==> src/rtl/icache_fill_ctrl.sv <==
// icache_fill_ctrl
//   Instruction-cache fill and flush sequencer. It accepts one miss or one
//   invalidate-all request at a time. A miss issues a memory fetch for
//   {tag, set}, waits for the line to land, and then writes the tag and status
//   arrays for the victim way. A flush sweeps every set and clears the status
//   of all ways.
//
// Ports
//   clk, arst                 clock, asynchronous active-high reset
//   i_halt                    freezes state; requests, strobes and pulses are 0
//   i_miss_*/o_miss_ready     miss request handshake (set, tag, victim way)
//   i_flush_valid/o_flush_ready  invalidate-all handshake
//   o_mem_req_*/i_mem_req_ready  fetch request; i_mem_resp_valid = fill landed
//   o_w_ta_*                  tag array write port
//   o_w_sa_*                  status array write port
//   i_arr_ready               both array write ports can accept this cycle
//   o_busy                    not idle
//   o_fill_done/o_flush_done  one-cycle retire pulses
module icache_fill_ctrl #(
  parameter int SET_BITS_WIDTH = 4,
  parameter int TAG_WIDTH      = 8,
  parameter int NUM_WAYS       = 4
) (
  input  logic                          clk,
  input  logic                          arst,
  input  logic                          i_halt,
  input  logic                          i_miss_valid,
  input  logic [SET_BITS_WIDTH-1:0]     i_miss_set_addr,
  input  logic [TAG_WIDTH-1:0]          i_miss_tag,
  input  logic [1:0]                    i_miss_way,
  output logic                          o_miss_ready,
  input  logic                          i_flush_valid,
  output logic                          o_flush_ready,
  output logic                          o_mem_req_valid,
  output logic [TAG_WIDTH+SET_BITS_WIDTH-1:0] o_mem_req_addr,
  input  logic                          i_mem_req_ready,
  input  logic                          i_mem_resp_valid,
  output logic [SET_BITS_WIDTH-1:0]     o_w_ta_set_addr,
  output logic [TAG_WIDTH*NUM_WAYS-1:0] o_w_ta_data,
  output logic [NUM_WAYS-1:0]           o_w_ta_mask,
  output logic                          o_w_ta_valid,
  output logic [SET_BITS_WIDTH-1:0]     o_w_sa_set_addr,
  output logic [2*NUM_WAYS-1:0]         o_w_sa_data,
  output logic [NUM_WAYS-1:0]           o_w_sa_mask,
  output logic                          o_w_sa_valid,
  input  logic                          i_arr_ready,
  output logic                          o_busy,
  output logic                          o_fill_done,
  output logic                          o_flush_done
);

  typedef enum logic [2:0] {
    S_IDLE  = 3'd0,
    S_MREQ  = 3'd1,
    S_MWAIT = 3'd2,
    S_WRITE = 3'd3,
    S_FLUSH = 3'd4
  } state_t;

  state_t                    state_q, state_d;
  logic [SET_BITS_WIDTH-1:0] set_q, set_d;
  logic [TAG_WIDTH-1:0]      tag_q, tag_d;
  logic [1:0]                way_q, way_d;
  logic [SET_BITS_WIDTH-1:0] cnt_q, cnt_d;

  // Per-way replicated tag and one-hot victim mask.
  logic [TAG_WIDTH*NUM_WAYS-1:0] tag_rep;
  logic [NUM_WAYS-1:0]           way_oh;

  for (genvar g = 0; g < NUM_WAYS; g++) begin : g_way
    assign tag_rep[g*TAG_WIDTH +: TAG_WIDTH] = tag_q;
    assign way_oh[g] = (way_q == 2'(g));
  end

  always_ff @(posedge clk or posedge arst) begin
    if (arst) begin
      state_q <= S_IDLE;
      set_q   <= '0;
      tag_q   <= '0;
      way_q   <= '0;
      cnt_q   <= '0;
    end else begin
      state_q <= state_d;
      set_q   <= set_d;
      tag_q   <= tag_d;
      way_q   <= way_d;
      cnt_q   <= cnt_d;
    end
  end

  // Handshake readies are forced high while reset is asserted so upstream
  // sees an idle, accepting controller; the state flops cannot move then.
  always_comb begin
    o_busy        = (state_q != S_IDLE);
    o_flush_ready = arst | ((state_q == S_IDLE) & ~i_halt);
    o_miss_ready  = arst | ((state_q == S_IDLE) & ~i_halt & ~i_flush_valid);
  end

  always_comb begin
    state_d         = state_q;
    set_d           = set_q;
    tag_d           = tag_q;
    way_d           = way_q;
    cnt_d           = cnt_q;
    o_mem_req_valid = 1'b0;
    o_mem_req_addr  = '0;
    o_w_ta_set_addr = '0;
    o_w_ta_data     = '0;
    o_w_ta_mask     = '0;
    o_w_ta_valid    = 1'b0;
    o_w_sa_set_addr = '0;
    o_w_sa_data     = '0;
    o_w_sa_mask     = '0;
    o_w_sa_valid    = 1'b0;
    o_fill_done     = 1'b0;
    o_flush_done    = 1'b0;

    // Halt gates every branch: nothing advances and nothing is emitted.
    if (!i_halt) begin
      unique case (state_q)
        S_IDLE: begin
          if (i_flush_valid) begin
            cnt_d   = '0;
            state_d = S_FLUSH;
          end else if (i_miss_valid) begin
            set_d   = i_miss_set_addr;
            tag_d   = i_miss_tag;
            way_d   = i_miss_way;
            state_d = S_MREQ;
          end
        end
        S_MREQ: begin
          o_mem_req_valid = 1'b1;
          o_mem_req_addr  = {tag_q, set_q};
          if (i_mem_req_ready) state_d = S_MWAIT;
        end
        S_MWAIT: begin
          if (i_mem_resp_valid) state_d = S_WRITE;
        end
        S_WRITE: begin
          o_w_ta_valid    = 1'b1;
          o_w_ta_set_addr = set_q;
          o_w_ta_data     = tag_rep;
          o_w_ta_mask     = way_oh;
          o_w_sa_valid    = 1'b1;
          o_w_sa_set_addr = set_q;
          o_w_sa_data     = {NUM_WAYS{2'b01}};
          o_w_sa_mask     = way_oh;
          if (i_arr_ready) begin
            o_fill_done = 1'b1;
            state_d     = S_IDLE;
          end
        end
        S_FLUSH: begin
          o_w_sa_valid    = 1'b1;
          o_w_sa_set_addr = cnt_q;
          o_w_sa_mask     = '1;
          if (i_arr_ready) begin
            // Counter wraps to 0 naturally after the last set.
            cnt_d = cnt_q + SET_BITS_WIDTH'(1);
            if (cnt_q == '1) begin
              o_flush_done = 1'b1;
              state_d      = S_IDLE;
            end
          end
        end
        default: state_d = S_IDLE;
      endcase
    end
  end

endmodule

==> config.mk <==
export PLATFORM = sky130hd
export DESIGN_NAME = icache_fill_ctrl
export DESIGN_NICKNAME = d
export VERILOG_FILES = /design/src/rtl/icache_fill_ctrl.sv
export SDC_FILE = /design/constraint.sdc
export NUM_CORES = 1
export LEC_CHECK = 0
export ABC_AREA = 1
export CAP_MARGIN = 20
export CORE_MARGIN = 2
export CORE_UTILIZATION = 38
export DETAILED_ROUTE_END_ITERATION = 8
export PLACE_DENSITY_LB_ADDON = 0.25
export SETUP_SLACK_MARGIN = 0.3
export SLEW_MARGIN = 25
export SYNTH_ARGS = -nofsm -noshare
export SYNTH_HDL_FRONTEND = slang
export SYNTH_SLANG_ARGS = --single-unit
==> constraint.sdc <==
create_clock -name clk -period 2.45 [get_ports clk]
set_clock_uncertainty 0.15 [all_clocks]
set_input_delay 0.49 -clock clk [delete_from_list [all_inputs] [get_ports clk]]
set_output_delay 0.49 -clock clk [all_outputs]
set_load 0.01 [all_outputs]
Word-level counts from Yosys, hierarchy flattened
Index checks and enable logic that the tools add are counted.
W data, S select, Z words.
{"block": "totals", "ff_bits": 21, "latch_bits": 0, "mem_bits_rw": 0, "mem_bits_ro": 0, "inputBits": 22, "out_inout_bits": 76, "wordCells": 73, "mem_count": 0}
{"block": "classes", "add_sub_neg": 1, "mul": 0, "n_div": 0, "order_cmp": 0, "n_eq_ne": 15, "shift": 0, "mux": 38, "n_bitwise": 6, "n_reduce_logical": 8}
{"operator": "$mux W32", "n": 2}
{"operator": "$mux W4", "n": 8}
{"operator": "$mux W12", "n": 2}
{"operator": "$pmux W4 S2", "n": 3}
{"operator": "$mux W3", "n": 7}
{"operator": "$pmux W3 S5", "n": 1}
{"operator": "$mux W7", "n": 2}
{"operator": "$mux W1", "n": 13}
{"operator": "$ne A2 B2 Y1 const B", "n": 6}
{"operator": "$reduce_and A4 Y1", "n": 2}
{"operator": "$reduce_and A7 Y1", "n": 1}
{"operator": "$eq A3 B2 Y1 const B", "n": 2}
{"operator": "$add A4 B1 Y4 const B", "n": 1}
{"operator": "$eq A2 B2 Y1 const B", "n": 2}
{"operator": "$eq A4 B4 Y1 const B", "n": 1}
{"operator": "$eq A3 B1 Y1 const B", "n": 1}
{"operator": "$eq A3 B3 Y1 const B", "n": 1}
{"operator": "$logic_not A3 Y1", "n": 1}
{"operator": "$ne A3 B3 Y1 const B", "n": 1}
{"operator": "$reduce_bool A3 Y1", "n": 1}
{"operator": "$and A1 B1 Y1", "n": 2}
{"operator": "$eq A2 B1 Y1 const B", "n": 1}
{"operator": "$logic_not A2 Y1", "n": 1}
{"operator": "$not A1 Y1", "n": 2}
{"operator": "other kinds (3)", "n": 4}

Longest topological paths before layout
Gate-level depths: netlist of run 1.
{"block": "depth", "ltp_word": 5, "depth_mapped": 8, "depth_no_buf": 8}

Worst setup path before layout of run 1
No wires, ideal clock.
{"block": "synth_timing", "path_type": "flip-flop to output port", "from": "reg state_q[0]", "to": "out o_w_ta_data[10]", "arrival_time_ps": 1547, "required_ps": 1810, "setup_slack_ps": 263, "path_stages_with_launch": 9, "path_buffers": 2, "cell_sequence": "dfrtp_1 nand2_2 nor2_4 inv_2 nor2_4 inv_2 buf_6 nor2_1 buf_4"}
{"block": "synth_between", "elab_chain_len": 3}
{"item": "start: declaration", "line_no": "60", "source": "state_t state_q, state_d;"}
{"item": "start signal: assignment", "line_no": "83", "source": "state_q <= state_d;"}
{"item": "$eq A3 B2 Y1", "line_no": "120", "source": "unique case (state_q)"}
{"item": "$mux W32", "line_no": "120"}
{"item": "$mux W32", "line_no": "119", "source": "if (!i_halt) begin"}
{"item": "end: declaration", "line_no": "39", "source": "output logic [TAG_WIDTH*NUM_WAYS-1:0] o_w_ta_data,"}
No other way between the ends.

Final worst setup path of run 1
{"block": "layout_timing", "from": "reg state_q[2]", "to": "out o_mem_req_addr[11]"}
{"block": "layout_between", "elab_chain_len": 3}
{"item": "$eq A3 B1 Y1", "line_no": "120"}
{"item": "$mux W12", "line_no": "120"}
{"item": "$mux W12", "line_no": "119"}
{"item": "end: declaration", "line_no": "35", "source": "output logic [TAG_WIDTH+SET_BITS_WIDTH-1:0] o_mem_req_addr,"}
No other way between the ends.

==> impl_metrics.json, run 1 <==
{
  "grt_antenna_before_repair": 0,
  "path_cells": "buf_4, nor2_2, nand2_2, nor2_4, inv_4, nor2_1, clkdlybuf4s15_2",
  "diodes": 0,
  "crit_fanout": 12,
  "dieArea_sq_mm": 0.00490,
  "syn_inst": 229,
  "num_rows": 24,
  "min_to": "tag_q[6]",
  "gp_congestion": 0.898,
  "portBuffers": 93,
  "fin_nets": 346,
  "synth_area_leaders": "dfrtp_1, buf_4, nor2_1",
  "final_util_pct": 63.3,
  "clkLatencyLatePin_ps": 260,
  "root_buffer": "clkbuf_8",
  "cts_tree": "yes",
  "wire_per_inst_um": 12.4,
  "rr_worst_depth": 9,
  "slowest_delay_ps": 440,
  "fin_crit_sh_pct": 92.9,
  "p_leak_nw": 1.41,
  "power_w": 0.00201,
  "first_global_vias": 1538,
  "die_h_um": 70.0,
  "wl_um": 4630,
  "cp.required_ps": 1810,
  "yosys.area.top_type": "dfrtp_1",
  "ioPinCount": 98,
  "crit-reg2reg-launch": "state_q[1]",
  "cap_violations": 0,
  "fill_cells": 397,
  "period_needed_ps": 2280,
  "ys_ff_latch": 21,
  "netlist.area_leader.share_pct": 31.7,
  "peakVddDrop_v": 0.000437,
  "cts_made_buffers": 3,
  "track_usage_pct": 17.9,
  "setup_viol": 0,
  "drive_gt1_share_pct": 44.4,
  "final_common_cell": "nor2_1",
  "drc_errors": 0,
  "overflow": 0,
  "rsz0062_at_grt": "yes",
  "dpl.hpwl_um": 3270,
  "crit_arrival_ps": 1640,
  "initial_core_util_pct": 38.8,
  "slew_viol_final": 0,
  "core_sq_mm": 0.00426,
  "r2r-end": "tag_q[7]",
  "vias": 1732,
  "grt_max_degree": 29,
  "final_cell_mix": "nor2_1, buf_6, buf_4",
  "area_growth_pct": 62.9,
  "max_freq_ghz": 0.439,
  "grtUsageMet3_pct": 2.45,
  "drtPass1Iterations": 4,
  "hold_path_depth": 2,
  "synth_area_sq_mm": 0.00166,
  "top_usage_layer": "met2",
  "cp-end-kind": "primary output",
  "die_w_um": 70.0,
  "grt_first_pass_wirelength_um": 7120,
  "synth_cell_types": 24,
  "hp-start": "tag_q[6]",
  "detail-route-antenna-nets": 0,
  "path_class": "flip-flop to primary output",
  "met2_usage_pct": 30.9,
  "outcome": "finished, final reports clean",
  "cts_sinks": 21,
  "worstHoldPathType": "flip-flop to flip-flop",
  "cts.clk_slew.worst_paths_ps": 80,
  "syn_area_per_cell_sq_um": 7.23,
  "power_density_mw_per_mm2": 743,
  "slowest_stage": "dfrtp_2",
  "cp-start-kind": "flip-flop",
  "r2r_slack_ps": 460,
  "yosysWarnings": 0,
  "finalHoldViolations": 0,
  "clockBufferDepth": 2,
  "drt-initial-drc-count": 72,
  "yosysSeqAreaShare_pct": 31.7,
  "met1_usage_pct": 23.1,
  "h-tree-depth": 1,
  "viasPerCell": 4.63
}
-- worst max-delay path by stage --
stage | from | slack [ps] | depth (start not counted) | end
finish | state_q[2] | 170 | 7 | o_mem_req_addr[11]
global route | state_q[2] | 110 | 7 | o_mem_req_addr[11]
CTS | state_q[1] | 130 | 9 | o_w_ta_data[27]
detailed placement | i_halt | -360 | 5 | o_w_ta_data[27]
global placement | i_halt | -290 | 5 | o_w_ta_data[9]
floorplan | state_q[0] | 260 | 8 | o_w_ta_data[10]
-- power breakdown --
part,internal (W),switching (W)
clock network,0.000113,0.000112
logic,0.000540,0.000669
registers,0.000490,0.0000814
total,0.00114,0.000862
-- state kept, by name, summed over array words and instances (netlist names) --
register,count
set_q,4
state_q,3
tag_q,8
way_q,2
cnt_q,4
-- layout make-up --
| type | instances | area (sq um) | area share, % |
|---|---|---|---|
| flip-flops and latches | 21 | 528 | 19.6 |
| repair buffers | 126 | 1130 | 41.9 |
| multi-input cells | 145 | 821 | 30.4 |
| inverters | 26 | 108 | 3.99 |
| well taps | 52 | 65.1 | 2.41 |
| clock inverters | 1 | 5.00 | 0.185 |
| clock buffers | 3 | 41.3 | 1.53 |
-- Yosys cell counts --
| cell type | instances |
|---|---|
| nand2_2 | 2 |
| a21oi_2 | 11 |
| clkbuf_1 | 1 |
| buf_6 | 4 |
| nand2_1 | 25 |
| buf_4 | 33 |
| nand3_2 | 1 |
| nand3b_1 | 1 |
| nor2_4 | 4 |
| nor2_1 | 50 |
| o21ai_0 | 13 |
| or2_2 | 2 |
| dfrtp_1 | 21 |
| nand4_1 | 1 |
| conb_1 | 1 |
| a21oi_1 | 8 |
| inv_2 | 2 |
| nand3_4 | 1 |
| inv_1 | 24 |
| nand3_1 | 16 |
| nand2_4 | 1 |
| buf_2 | 2 |
| nor2_2 | 4 |
| ha_1 | 1 |
-- worst max-delay path, delay by kind of cell, from the launching register on --
family | cells | cell delay, ps
flip-flops | 1 | 440
buffers and inverters | 3 | 470
AND/OR/NAND/NOR | 4 | 480
-- kinds of logic after synthesis --
kind of cell	count (synthesis)	synth area share (%)
buf+inv	66	24.4
fa+ha+maj	1	0.755
other cells	1	0.226
simple gates	108	30.7
flops	21	31.7
compound gates	32	12.2
-- timing repair --
item | 4_1_cts | 5_1_grt
pin swaps | 2 | 8
gates cloned | 0 | 1
gates resized for setup | 245 | 68
hold endpoints to repair | 0 | 0
hold buffers | 0 | 0
buffers inserted | 13 | 4
setup endpoints to repair | 72 | 62
-- layer usage --
layer	share of wire, %	vias up	wire, um
li1	-	866	-
met2	51	63	2360
met4	1.3	0	61
met5	0	-	0
met1	43	799	1980
met3	4.9	4	227
-- metrics by stage --
stage	TNS, ps	area, sq um	std cells	hold WS (ps)	worst slack (ps)
floorplan	0	1670	232	331	263
global placement	-14290	2470	352	357	-289
detailed placement	-16960	2470	352	370	-362
CTS	0	2570	369	416	134
global route	0	2700	374	437	108
finish	0	2700	374	413	174
Note: power is estimated with default switching activity, not from simulation.
==> run 2, diff against run 1 <==
--- a/config.mk
+++ b/config.mk
@@ -12,7 +12,7 @@
 export DETAILED_ROUTE_END_ITERATION = 8
 export PLACE_DENSITY_LB_ADDON = 0.25
 export SETUP_SLACK_MARGIN = 0.3
-export SLEW_MARGIN = 25
+export SLEW_MARGIN = 20
 export SYNTH_ARGS = -nofsm -noshare
 export SYNTH_HDL_FRONTEND = slang
 export SYNTH_SLANG_ARGS = --single-unit
==> results of run 2 <==
Same layout as run 1: the final DEF is identical, and so are final timing and power.
==> run 3, diff against run 2 <==
--- a/config.mk
+++ b/config.mk
@@ -7,6 +7,7 @@
 export LEC_CHECK = 0
 export ABC_AREA = 1
 export CAP_MARGIN = 20
+export CORE_ASPECT_RATIO = 1.5
 export CORE_MARGIN = 2
 export CORE_UTILIZATION = 38
 export DETAILED_ROUTE_END_ITERATION = 8
==> run 3 against run 2 <==
  * Maximum frequency grew 1.3%
  * First-iteration DRC count shrank 31%
  * Sequential share of layout area grew 1.8 points
  * Non-clock buffer count shrank 10
  * Via count shrank 3.3%
  * Critical path depth grew 1
  * Die area grew 0.22%
  * Largest cell class unchanged
==> impl_metrics.json, run 3 (synthesis gave the netlist of run 1 again) <==
{
  "fin_crit_sh_pct": 91.7,
  "slew_viol_final": 0,
  "wl_um": 4700,
  "largest_register": "tag_q",
  "cts_sinks": 21,
  "dp.cells": 342,
  "die_h_um": 84.9,
  "area_growth_pct": 49.2,
  "dpl.hpwl_um": 3340,
  "ioPinCount": 98,
  "place_ws_ps": -261,
  "root_buffer": "clkbuf_8",
  "cp-start-kind": "flip-flop",
  "drive_gt1_share_pct": 44.9,
  "gp_congestion": 0.800,
  "portBuffers": 93,
  "multiInputGateArea_sq_um": 841,
  "grt_max_degree": 29,
  "final_common_cell": "nor2_1",
  "worstHoldPathType": "flip-flop to flip-flop",
  "finalInstanceArea_sq_mm": 0.00247,
  "slowest_delay_ps": 450,
  "max_freq_ghz": 0.445,
  "crit_arrival_ps": 1610,
  "largest_register_ffs": 8,
  "cts_made_buffers": 3,
  "final_cell_mix": "nor2_1, buf_2, nand2_1",
  "cp-end-kind": "primary output",
  "die_w_um": 57.9,
  "drtPass1Iterations": 5,
  "rsz0062_at_grt": "yes",
  "finalHoldViolations": 0,
  "cts_tree": "yes",
  "vias": 1674,
  "wire_per_inst_um": 13.1,
  "hold_buffers": 0,
  "outcome": "finished, final reports clean",
  "first_global_vias": 1626,
  "power_density_mw_per_mm2": 782,
  "grt_antenna_before_repair": 0,
  "dieArea_sq_mm": 0.00491,
  "cts.clk_slew.worst_paths_ps": 80,
  "p_leak_nw": 1.33,
  "critPathTopFamily": "buffers and inverters",
  "clockBufferDepth": 2,
  "slowest_stage": "dfrtp_1",
  "top_regs": "tag_q: 8 flops, cnt_q: 4 flops, set_q: 4 flops",
  "peakVddDrop_v": 0.000514,
  "overflow": 0,
  "path_class": "flip-flop to primary output",
  "num_rows": 29,
  "cap_violations": 0,
  "setup-tns-final_ps": 0,
  "fin_hold_ws_ps": 401,
  "drc_errors": 0,
  "path_cells": "nor2_4, inv_2, nor2_4, buf_12, inv_8, buf_12, nor2_4, buf_2",
  "grt_first_pass_wirelength_um": 7410,
  "period_needed_ps": 2250,
  "ff_latch_area_sq_um": 528,
  "final_cells": 358,
  "core_sq_mm": 0.00421,
  "initial_core_util_pct": 39.4,
  "viasPerCell": 4.68,
  "detail-route-antenna-nets": 0,
  "cp.required_ps": 1810,
  "setup_viol": 0,
  "clkLatencyLatePin_ps": 250,
  "fin_nets": 336,
  "crit_fanout": 8,
  "path_buf_inv": 5,
  "fill_cells": 423,
  "dpl_cell_area_sq_mm": 0.00243,
  "h-tree-depth": 1,
  "track_usage_pct": 18.9,
  "diodes": 0,
  "worst_slack_ps": 202,
  "crit_path_frequent_cell": "nor2_4",
  "drt-initial-drc-count": 50
}
-- run 3: layout make-up --
class | instances | area share, %
tap | 46 | 2.33
sequential | 21 | 21.4
clock inverter | 1 | 0.203
clock buffer | 3 | 1.67
timing repair buffer | 116 | 36.1
multi-input combinational | 145 | 34.0
inverter | 26 | 4.35
-- run 3: repair_timing --
action / 4_1_cts / 5_1_grt
endpoints found under the hold margin: 0 / 0
endpoints found under the setup margin: 72 / 66
pin swaps: 3 / 4
buffers inserted: 9 / 3
gates cloned: 0 / 0
gates resized for setup: 203 / 94
-- run 3: power breakdown --
part | leakage (nW) | switching (W) | total, W | internal (W)
Combinational | 1.06 | 0.000656 | 0.00113 | 0.000473
Sequential | 0.242 | 0.0000889 | 0.000579 | 0.000490
Clock | 0.0255 | 0.000113 | 0.000226 | 0.000113
Total | 1.33 | 0.000857 | 0.00193 | 0.00108
-- run 3: stage by stage --
stage	utilization [%]	total power, W
after global placement	57.8	0.00157
final	58.7	0.00193
after global routing	58.7	0.00208
after floorplan	-	0.00122
after CTS	62.1	0.00191
after detailed placement	57.8	0.00158
-- run 3: path summary, 6_finish.rpt --
kind                             from             end  slack, ps  depth (start not counted)
max in group asynchronous        arst      state_q[1]       1420                          3
hold reg to reg              cnt_q[0]        cnt_q[0]        400                          1
setup reg to reg           state_q[0]        tag_q[6]        470                          9
setup / recovery           state_q[2]  o_w_ta_data[1]        200                          8
hold / removal               cnt_q[0]        cnt_q[0]        400                          1
min in group asynchronous        arst        set_q[3]        490                          3
-- run 3: layer usage --
layer	wire length, um	vias up	track usage, %	share of wire (%)
li1	-	842	-	-
met3	262	2	2.13	5.6
met4	23	0	4.44	0.49
met2	2660	61	37.3	57
met1	1750	769	20.6	37
met5	0	-	0	0
